File: src/rtl/uart_pkg.sv
`default_nettype none
// ============================================================================
// uart_pkg : bit timing defaults and frame-state encoding for the UART link
// Revision : 1.0
// ============================================================================
package uart_pkg;

   localparam int c_CLKS_PER_BIT = 108;
   localparam int c_DATA_BITS    = 8;

   localparam logic [1:0] c_ST_IDLE  = 2'd0;
   localparam logic [1:0] c_ST_START = 2'd1;
   localparam logic [1:0] c_ST_DATA  = 2'd2;
   localparam logic [1:0] c_ST_STOP  = 2'd3;

   typedef enum logic [1:0] {
      ST_IDLE  = c_ST_IDLE,
      ST_START = c_ST_START,
      ST_DATA  = c_ST_DATA,
      ST_STOP  = c_ST_STOP
   } frame_state_e;

endpackage
`default_nettype wire

File: src/rtl/uart_baud_counter.sv
`default_nettype none
// ============================================================================
// uart_baud_counter : counts 0..COUNT-1, ticks on the last count, sync clear
// Revision : 1.0
// ============================================================================
module uart_baud_counter #(
   parameter int COUNT = 108
) (
   input  logic clk_i,
   input  logic clr_i,
   input  logic en_i,
   output logic tick_o
);

   localparam int              c_CNT_W = $clog2(COUNT);
   localparam logic [c_CNT_W-1:0] c_LAST  = c_CNT_W'(COUNT - 1);

   logic [c_CNT_W-1:0] cnt_q;

   always_ff @(posedge clk_i) begin
      if (clr_i) begin
         cnt_q <= '0;
      end else if (en_i) begin
         if (cnt_q == c_LAST) begin
            cnt_q <= '0;
         end else begin
            cnt_q <= cnt_q + 1'b1;
         end
      end
   end

   assign tick_o = en_i && (cnt_q == c_LAST);

endmodule
`default_nettype wire

File: src/rtl/uart_tx_framer.sv
`default_nettype none
// ============================================================================
// uart_tx_framer : 8N1 transmit framer with a one-byte holding register
// Revision : 1.0
// ============================================================================
module uart_tx_framer
   import uart_pkg::*;
#(
   parameter int CLKS_PER_BIT = c_CLKS_PER_BIT,
   parameter int DATA_BITS    = c_DATA_BITS
) (
   input  logic       CLOCK_50,
   input  logic       Reset,
   input  logic [7:0] Parallel_In,
   input  logic       Load,
   output logic       Ready,
   output logic       Serial_Out,
   output logic       Busy,
   output logic       Overrun
);

   localparam logic [2:0] c_LAST_IDX = 3'(DATA_BITS - 1);

   frame_state_e state_q;
   logic [7:0]   shift_q;
   logic [2:0]   idx_q;
   logic [7:0]   hold_q;
   logic         hold_valid_q;
   logic         serial_q;
   logic         busy_q;
   logic         overrun_q;

   logic         accept_d;
   logic         cnt_clr_d;
   logic         tick_d;

   assign accept_d  = Load && !hold_valid_q;
   // Holding the counter at zero while idle makes every frame start on a fresh bit period.
   assign cnt_clr_d = Reset || (state_q == ST_IDLE);

   uart_baud_counter #(
      .COUNT (CLKS_PER_BIT)
   ) u_baud (
      .clk_i  (CLOCK_50),
      .clr_i  (cnt_clr_d),
      .en_i   (1'b1),
      .tick_o (tick_d)
   );

   always_ff @(posedge CLOCK_50) begin
      if (Reset) begin
         state_q      <= ST_IDLE;
         shift_q      <= '0;
         idx_q        <= '0;
         hold_q       <= '0;
         hold_valid_q <= 1'b0;
         serial_q     <= 1'b1;
         busy_q       <= 1'b0;
         overrun_q    <= 1'b0;
      end else begin
         overrun_q <= Load && hold_valid_q;
         if (accept_d) begin
            hold_q       <= Parallel_In;
            hold_valid_q <= 1'b1;
         end

         case (state_q)
            ST_IDLE: begin
               serial_q <= 1'b1;
               busy_q   <= 1'b0;
               if (hold_valid_q) begin
                  shift_q      <= hold_q;
                  hold_valid_q <= 1'b0;
                  serial_q     <= 1'b0;
                  busy_q       <= 1'b1;
                  state_q      <= ST_START;
               end
            end
            ST_START: begin
               if (tick_d) begin
                  serial_q <= shift_q[0];
                  idx_q    <= '0;
                  state_q  <= ST_DATA;
               end
            end
            ST_DATA: begin
               if (tick_d) begin
                  if (idx_q == c_LAST_IDX) begin
                     serial_q <= 1'b1;
                     state_q  <= ST_STOP;
                  end else begin
                     shift_q  <= shift_q >> 1;
                     serial_q <= shift_q[1];
                     idx_q    <= idx_q + 3'd1;
                  end
               end
            end
            ST_STOP: begin
               if (tick_d) begin
                  // A pending byte chains straight into the next start bit.
                  if (hold_valid_q) begin
                     shift_q      <= hold_q;
                     hold_valid_q <= 1'b0;
                     serial_q     <= 1'b0;
                     state_q      <= ST_START;
                  end else begin
                     busy_q  <= 1'b0;
                     state_q <= ST_IDLE;
                  end
               end
            end
            default: state_q <= ST_IDLE;
         endcase
      end
   end

   assign Ready      = !hold_valid_q;
   assign Serial_Out = serial_q;
   assign Busy       = busy_q;
   assign Overrun    = overrun_q;

endmodule
`default_nettype wire

File: config.mk
export PLATFORM = sky130hd
export DESIGN_NAME = uart_tx_framer
export DESIGN_NICKNAME = d
export VERILOG_FILES = /design/src/rtl/uart_pkg.sv /design/src/rtl/uart_baud_counter.sv /design/src/rtl/uart_tx_framer.sv
export SDC_FILE = /design/constraint.sdc
export NUM_CORES = 1
export LEC_CHECK = 0
export ABC_AREA = 1
export CAP_MARGIN = 20
export CORE_MARGIN = 2
export CORE_UTILIZATION = 30
export CTS_CLUSTER_SIZE = 16
export DETAILED_ROUTE_END_ITERATION = 10
export PLACE_DENSITY_LB_ADDON = 0.15
export SYNTH_ARGS = -nofsm -noshare
export SYNTH_HDL_FRONTEND = slang
export SYNTH_SLANG_ARGS = --single-unit
File: constraint.sdc
create_clock -name CLOCK_50 -period 3.8 [get_ports CLOCK_50]
set_input_delay 0.76 -clock CLOCK_50 [delete_from_list [all_inputs] [get_ports CLOCK_50]]
set_output_delay 0.76 -clock CLOCK_50 [all_outputs]
set_load 0.01 [all_outputs]
==> tab_implementation.tex, run 1 <==
\begin{tabular}{lr}
\hline
Metric & Value \\
\hline
\multicolumn{2}{l}{\textbf{Critical path}} \\
\quad Worst-path maximum fanout & 19 \\
\quad Critical path required time & 3970 ps \\
\quad Category of the worst setup path capture point & register \\
\quad Startpoint types & input port \\
\quad Crit Path Category & in2reg \\
\quad Data arrival time of the critical path & 2320 ps \\
\multicolumn{2}{l}{\textbf{Pwr}} \\
\quad Power dissipated by switching net loads & 460 uW \\
\quad Leakage & 0.000760 uW \\
\quad Net switching share of the total power & 38.0\% \\
\quad Part of the total power dissipated in the clock network & 22.5\% \\
\quad Power Internal & 751 uW \\
\quad Power per Cell Area & 657 mW/mm\^{}2 \\
\quad Peak supply drop & 194 uV \\
\quad Share of total power in combinational logic & 39.4\% \\
\quad Share of power burned in registers & 38.2\% \\
\multicolumn{2}{l}{\textbf{Cells and area}} \\
\quad Filler cells & 573 \\
\quad Finished Cell Area & 0.00184 sq mm \\
\quad Share of post-route cells with drive strength above 1 & 8.52\% \\
\quad Commonest non-fill, non-tap cells in the layout & nand2\_1 (38), nor2\_1 (34), dfxtp\_1 (32), inv\_1 (17), nand3\_1 (17) \\
\quad Layout net count & 240 \\
\quad Most common cell after layout, fill and taps aside & nand2\_1 \\
\quad Area added between synthesis and finish & 18.0\% \\
\quad Final standard cell utilization of the core & 36.3\% \\
\quad Number of antenna diodes & 0 \\
\multicolumn{2}{l}{\textbf{Clock tree}} \\
\quad Clock latency on the worst-skew pair & 290 ps \\
\quad CTS Buf Count & 5 \\
\quad Number of levels the H-tree was split into & 2 \\
\quad Clock Sink Count & 32 \\
\quad Clk Tree Root Cell & clkbuf\_8 \\
\quad Post-CTS setup buffer count & 0 \\
\quad Maximum number of buffers from clock root to sink & 2 \\
\quad Count of hold-fix buffers inserted at cts & 0 \\
\quad Clock tree from TritonCTS & yes \\
\quad Clock-pin slew reported for the worst setup and hold paths after clock tree synthesis & 60 ps \\
\quad Number of cells upsized or downsized after cts & 0 \\
\multicolumn{2}{l}{\textbf{Placement}} \\
\quad Global placer's final weighted congestion & 0.765 \\
\quad Final HPWL from detailed placement & 2160 um \\
\quad I/O Buffers & 14 \\
\quad Worst slack at placement & 1320 ps \\
\quad Post-detailed-placement cell area & 0.00175 sq mm \\
\multicolumn{2}{l}{\textbf{Floorplan}} \\
\quad Effective utilization at floorplan & 30.8\% \\
\quad Y dimension of the die & 76.1 um \\
\quad Standard-cell rows & 26 \\
\quad Total die area & 0.00580 sq mm \\
\quad Die X-Extent & 76.1 um \\
\quad Core ar. & 0.00507 sq mm \\
\quad I/O pin total & 15 \\
\multicolumn{2}{l}{\textbf{Route}} \\
\quad Vias post-DR & 1282 \\
\quad Number of iterations in the first detailed-routing pass & 4 \\
\quad Total wire length after detailed routing & 3080 um \\
\quad Final ANT Viol Nets & 0 \\
\quad Via density per instance & 4.38 \\
\quad Routed length per instance & 10.5 um \\
\quad Violation count after the first detailed-routing iteration & 38 \\
\quad Remaining design rule violation count & 0 \\
\multicolumn{2}{l}{\textbf{STA}} \\
\quad Relative slew slack & 58.1\% \\
\quad Final number of max-transition violations & 0 \\
\quad Final setup violating endpoints & 0 \\
\quad Setup repair after global routing missed its margin & false \\
\quad Layout Skew & 7.53 ps \\
\quad Total negative setup slack & 0 ps \\
\quad Fmax & 0.466 GHz \\
\quad Worst hold slack & 456 ps \\
\quad Clock period minus worst slack & 2150 ps \\
\quad Slack of the critical path & 1650 ps \\
\quad Fin. Hold Viols & 0 \\
\quad Share of the clock period used by the worst path & 56.5\% \\
\quad Worst Tran Pin Value & 628 ps \\
\multicolumn{2}{l}{\textbf{GRT}} \\
\quad Most crowded layer after global routing & met2 \\
\quad Number of global-route vias before repair & 1231 \\
\quad First-pass GRT wire length & 5400 um \\
\quad Overflow left after global routing & 0 \\
\quad Fraction of met3 tracks used by global routing & 4.50\% \\
\quad Aggregate global-route resource usage & 11.9\% \\
\quad M2 GR Usage & 17.9\% \\
\quad GR met1 Demand/Resource & 14.6\% \\
\quad Largest net degree at the start of global routing & 20 \\
\quad Initial antenna violation count & 0 \\
\multicolumn{2}{l}{\textbf{Run status}} \\
\quad Outcome & finished clean \\
\multicolumn{2}{l}{\textbf{Synth}} \\
\quad Post-synthesis sequential area ratio & 41.0\% \\
\quad Mapped Avg Cell Area & 7.58 sq um \\
\quad Area contributors post-synth & dfxtp\_1 (41\%), nand2\_1 (9.1\%), nor2\_1 (8.2\%) \\
\quad Netlist cell types & 28 \\
\quad Post-synth design cell area & 0.00156 sq mm \\
\quad Post-synth top area share & 41.0\% \\
\quad Most area-hungry cell type in the Yosys netlist & dfxtp\_1 \\
\quad Nets in the synthesized netlist & 224 \\
\quad Register bit total from synthesis & 32 \\
\quad Total of warnings raised by yosys & 0 \\
\quad Gate count of the mapped netlist & 206 \\
\multicolumn{2}{l}{\textbf{Hold path}} \\
\quad HP Class & reg2reg \\
\multicolumn{2}{l}{\textbf{Run}} \\
\quad Max capacitance violation total & 0 \\
\hline
\end{tabular}
==> metrics by stage <==
stage	cells	power (uW)
CTS	293	1230
floorplan	206	856
global placement	285	958
finish	293	1210
global route	293	1320
detailed placement	285	952
==> Yosys cell counts <==
master and n:
xnor2_1 1, nor2_4 2, nor3_1 3, buf_6 2
clkinv_1 1, dfxtp_1 32, buf_4 1, mux2i_1 6
nand2_1 38, buf_2 1, o211ai_1 1, xor2_1 1
o21ai_0 12, a21boi_0 1, nand2_4 1, ha_1 7
a21oi_1 16, nand3_4 1, nand3_1 17, nand3_2 1
nor2_2 3, inv_2 2, inv_1 17, nand4_1 2
a21oi_4 1, nor3b_1 1, buf_1 1, nor2_1 34
==> final timing paths <==
path / start / to / slack (ps) / cells past startpoint
max: Reset / u_baud.cnt_q[6] / 1650 / 4
min: u_baud.cnt_q[0] / u_baud.cnt_q[0] / 460 / 1
max reg2reg: state_q[0] / shift_q[0] / 1690 / 7
min reg2reg: u_baud.cnt_q[0] / u_baud.cnt_q[0] / 460 / 1
==> registers in the layout, summed over array words and instances, names as in the netlist <==
name          count
hold_q            8
shift_q           8
u_baud.cnt_q      7
idx_q             3
state_q           2
Busy              1
Overrun           1
Serial_Out        1
hold_valid_q      1
==> layout make-up <==
type	instances	area, sq um	share of cell area [%]
flip-flops and latches	32	641	34.8
clock buffers	6	82.6	4.48
repair buffers	14	140	7.60
clock inverters	2	10.0	0.543
inverters	20	75.1	4.07
well taps	70	87.6	4.75
multi-input cells	149	807	43.8
==> layer usage <==
metal | share of wire (%) | routed length, um | up-vias
li1 | - | - | 697
met1 | 50 | 1530 | 559
met2 | 44 | 1350 | 20
met3 | 4.2 | 128 | 6
met4 | 2.4 | 73 | 0
met5 | 0 | 0 | -
==> critical path, stage by stage <==
cell	delay (ps)
clkdlybuf4s50_1	630
clkinv_1	500
nand3_2	340
nor3_1	70
==> logic make-up after synthesis <==
| logic type | share of synthesized area, % |
|---|---|
| buffers and inverters | 7.29 |
| xor gates and xnor gates | 1.12 |
| DFF | 41.0 |
| and+or+nand+nor | 30.1 |
| AOI/OAI and AO/OA | 11.0 |
| adders and majority gates | 5.61 |
| muxes | 3.85 |
==> power groups by stage <==
stage | logic (uW) | registers [uW] | clock network, uW
after floorplan | 395 | 461 | 0
after global placement | 488 | 470 | 0
after detailed placement | 482 | 470 | 0
after CTS | 485 | 463 | 284
after global routing | 556 | 474 | 295
final | 477 | 462 | 272
Note: power is estimated with default switching activity, not from simulation.
==> inputs of run 2 (changes only) <==
==> constraint.sdc (replaced) <==
create_clock -name CLOCK_50 -period 1.8 [get_ports CLOCK_50]
set_input_delay 0.36 -clock CLOCK_50 [delete_from_list [all_inputs] [get_ports CLOCK_50]]
set_output_delay 0.36 -clock CLOCK_50 [all_outputs]
set_load 0.01 [all_outputs]
==> tab_implementation.tex, run 2 (same netlist as run 1, synthesis figures left out) <==
\begin{tabular}{lr}
\hline
Metric & Value \\
\hline
\multicolumn{2}{l}{\textbf{Critical path}} \\
\quad Critical path required time & 1440 ps \\
\quad Crit-path leading delay family & buffers and inverters \\
\quad CP max stage cell & clkdlybuf4s50\_1 \\
\quad Slowest stage delay, CP & 550 ps \\
\quad Startpoint types & register \\
\quad Cell chain of the critical path & inv\_1 > clkdlybuf4s50\_1 \\
\quad Count of buffering cells on the critical path with inverters included & 2 \\
\quad Worst-path maximum fanout & 6 \\
\quad Crit Path Category & reg2out \\
\quad Category of the worst setup path capture point & primary output \\
\quad Data arrival time of the critical path & 1340 ps \\
\multicolumn{2}{l}{\textbf{Floorplan}} \\
\quad Effective utilization at floorplan & 30.8\% \\
\quad Y dimension of the die & 76.1 um \\
\quad I/O pin total & 15 \\
\quad Total die area & 0.00580 sq mm \\
\quad Die X-Extent & 76.1 um \\
\quad Core ar. & 0.00507 sq mm \\
\quad Standard-cell rows & 26 \\
\multicolumn{2}{l}{\textbf{Route}} \\
\quad Vias post-DR & 1317 \\
\quad Via density per instance & 4.40 \\
\quad Final ANT Viol Nets & 0 \\
\quad Routed length per instance & 10.6 um \\
\quad Violation count after the first detailed-routing iteration & 48 \\
\quad Number of iterations in the first detailed-routing pass & 4 \\
\quad Total wire length after detailed routing & 3160 um \\
\quad Remaining design rule violation count & 0 \\
\multicolumn{2}{l}{\textbf{GRT}} \\
\quad Initial antenna violation count & 0 \\
\quad Aggregate global-route resource usage & 12.0\% \\
\quad Overflow left after global routing & 0 \\
\quad Number of global-route vias before repair & 1196 \\
\quad Largest net degree at the start of global routing & 17 \\
\quad First-pass GRT wire length & 5580 um \\
\multicolumn{2}{l}{\textbf{Clock tree}} \\
\quad Number of cells upsized or downsized after cts & 0 \\
\quad Clock Sink Count & 32 \\
\quad Clock-pin slew reported for the worst setup and hold paths after clock tree synthesis & 60 ps \\
\quad Post-CTS setup buffer count & 0 \\
\quad Clock latency on the worst-skew pair & 280 ps \\
\quad Count of hold-fix buffers inserted at cts & 0 \\
\quad Number of levels the H-tree was split into & 2 \\
\quad Clk Tree Root Cell & clkbuf\_8 \\
\quad Maximum number of buffers from clock root to sink & 2 \\
\quad CTS Buf Count & 5 \\
\quad Clock tree from TritonCTS & yes \\
\multicolumn{2}{l}{\textbf{Pwr}} \\
\quad Leakage & 0.000789 uW \\
\quad Peak supply drop & 354 uV \\
\quad Power per Cell Area & 1400 mW/mm\^{}2 \\
\quad Tot Pwr & 2670 uW \\
\multicolumn{2}{l}{\textbf{Cells and area}} \\
\quad Finished Cell Area & 0.00190 sq mm \\
\quad Layout net count & 246 \\
\quad Largest registers in the final layout & hold\_q x8, shift\_q x8, u\_baud.cnt\_q x7 \\
\quad Final standard cell utilization of the core & 37.4\% \\
\quad Most common cell after layout, fill and taps aside & nand2\_1 \\
\quad Number of antenna diodes & 0 \\
\quad Share of post-route cells with drive strength above 1 & 10.5\% \\
\quad Commonest non-fill, non-tap cells in the layout & nand2\_1 (38), nor2\_1 (34), dfxtp\_1 (31), inv\_1 (17), nand3\_1 (17) \\
\quad Seq. cell area & 642 sq um \\
\quad Area of the multi-input gates & 807 sq um \\
\quad Area added between synthesis and finish & 21.6\% \\
\quad Filler cells & 554 \\
\multicolumn{2}{l}{\textbf{STA}} \\
\quad Setup repair after global routing missed its margin & false \\
\quad Final setup violating endpoints & 0 \\
\quad Total negative setup slack & 0 ps \\
\quad Fmax & 0.590 GHz \\
\quad Clock period minus worst slack & 1700 ps \\
\quad Share of the clock period used by the worst path & 94.2\% \\
\quad Layout Skew & 4.44 ps \\
\quad Final number of max-transition violations & 0 \\
\quad Fin. Hold Viols & 0 \\
\quad Worst Tran Pin Value & 270 ps \\
\quad Relative slew slack & 82.0\% \\
\multicolumn{2}{l}{\textbf{Placement}} \\
\quad Post-detailed-placement cell area & 0.00181 sq mm \\
\quad Final HPWL from detailed placement & 2280 um \\
\quad Global placer's final weighted congestion & 0.754 \\
\quad I/O Buffers & 14 \\
\multicolumn{2}{l}{\textbf{Hold path}} \\
\quad HP Class & reg2reg \\
\multicolumn{2}{l}{\textbf{Run status}} \\
\quad Outcome & finished clean \\
\multicolumn{2}{l}{\textbf{Run}} \\
\quad Max capacitance violation total & 0 \\
\hline
\end{tabular}
## run 2: cell count changes in the layout (fill, tap and decap cells not counted), sizes merged
| cell | before | now |
|---|---|---|
| clkbuf | 6 | 8 |
| buf | 0 | 6 |
| clkinv | 3 | 1 |
## run 2: metal layers
metal | routed length [um] | GRT usage, % | vias to the layer above
li1 | - | - | 712
met1 | 1570 | 15.9 | 576
met2 | 1430 | 18.0 | 27
met3 | 142 | 4.27 | 2
met4 | 15 | 4.36 | 0
met5 | 0 | 0 | -
## run 2: worst paths after layout
check / start / cells past startpoint / to / slack (ps)
max: hold_valid_q / 2 / Ready / 100
min reg2reg: Busy / 2 / Busy / 460
min: Busy / 2 / Busy / 460
max reg2reg: state_q[1] / 9 / shift_q[7] / 200
## run 2: through the flow
step	cells	hold slack, ps	worst slack (ps)
final	299	457	104
after global routing	299	500	20.7
after CTS	299	461	78.3
after detailed placement	291	451	129
after global placement	291	450	153
after floorplan	206	430	237
## run 2: worst register-to-register path, cell delays in order, from the launching register on
cell     delay [ps]
dfxtp_1         380
inv_1            90
ha_1            320
inv_1           100
nand2_1         100
a21oi_4         170
buf_12          150
nand3_1          80
nand2_1          70
nor2_1           40
## run 2: power by group
group          leakage (uW)  total, uW  internal (uW)  switching, uW
Combinational      0.000481       1110            486            625
Clock             0.0000455        575            312            263
Sequential         0.000262        981            875            106
## run 2: cell type report
class                           instances  share of cell area (%)
Multi-Input combinational cell        149                    42.5
Sequential cell                        32                    33.8
Timing Repair Buffer                   20                    10.4
Clock buffer                            8                    4.74
Tap cell                               70                    4.61
Inverter                               20                    3.95
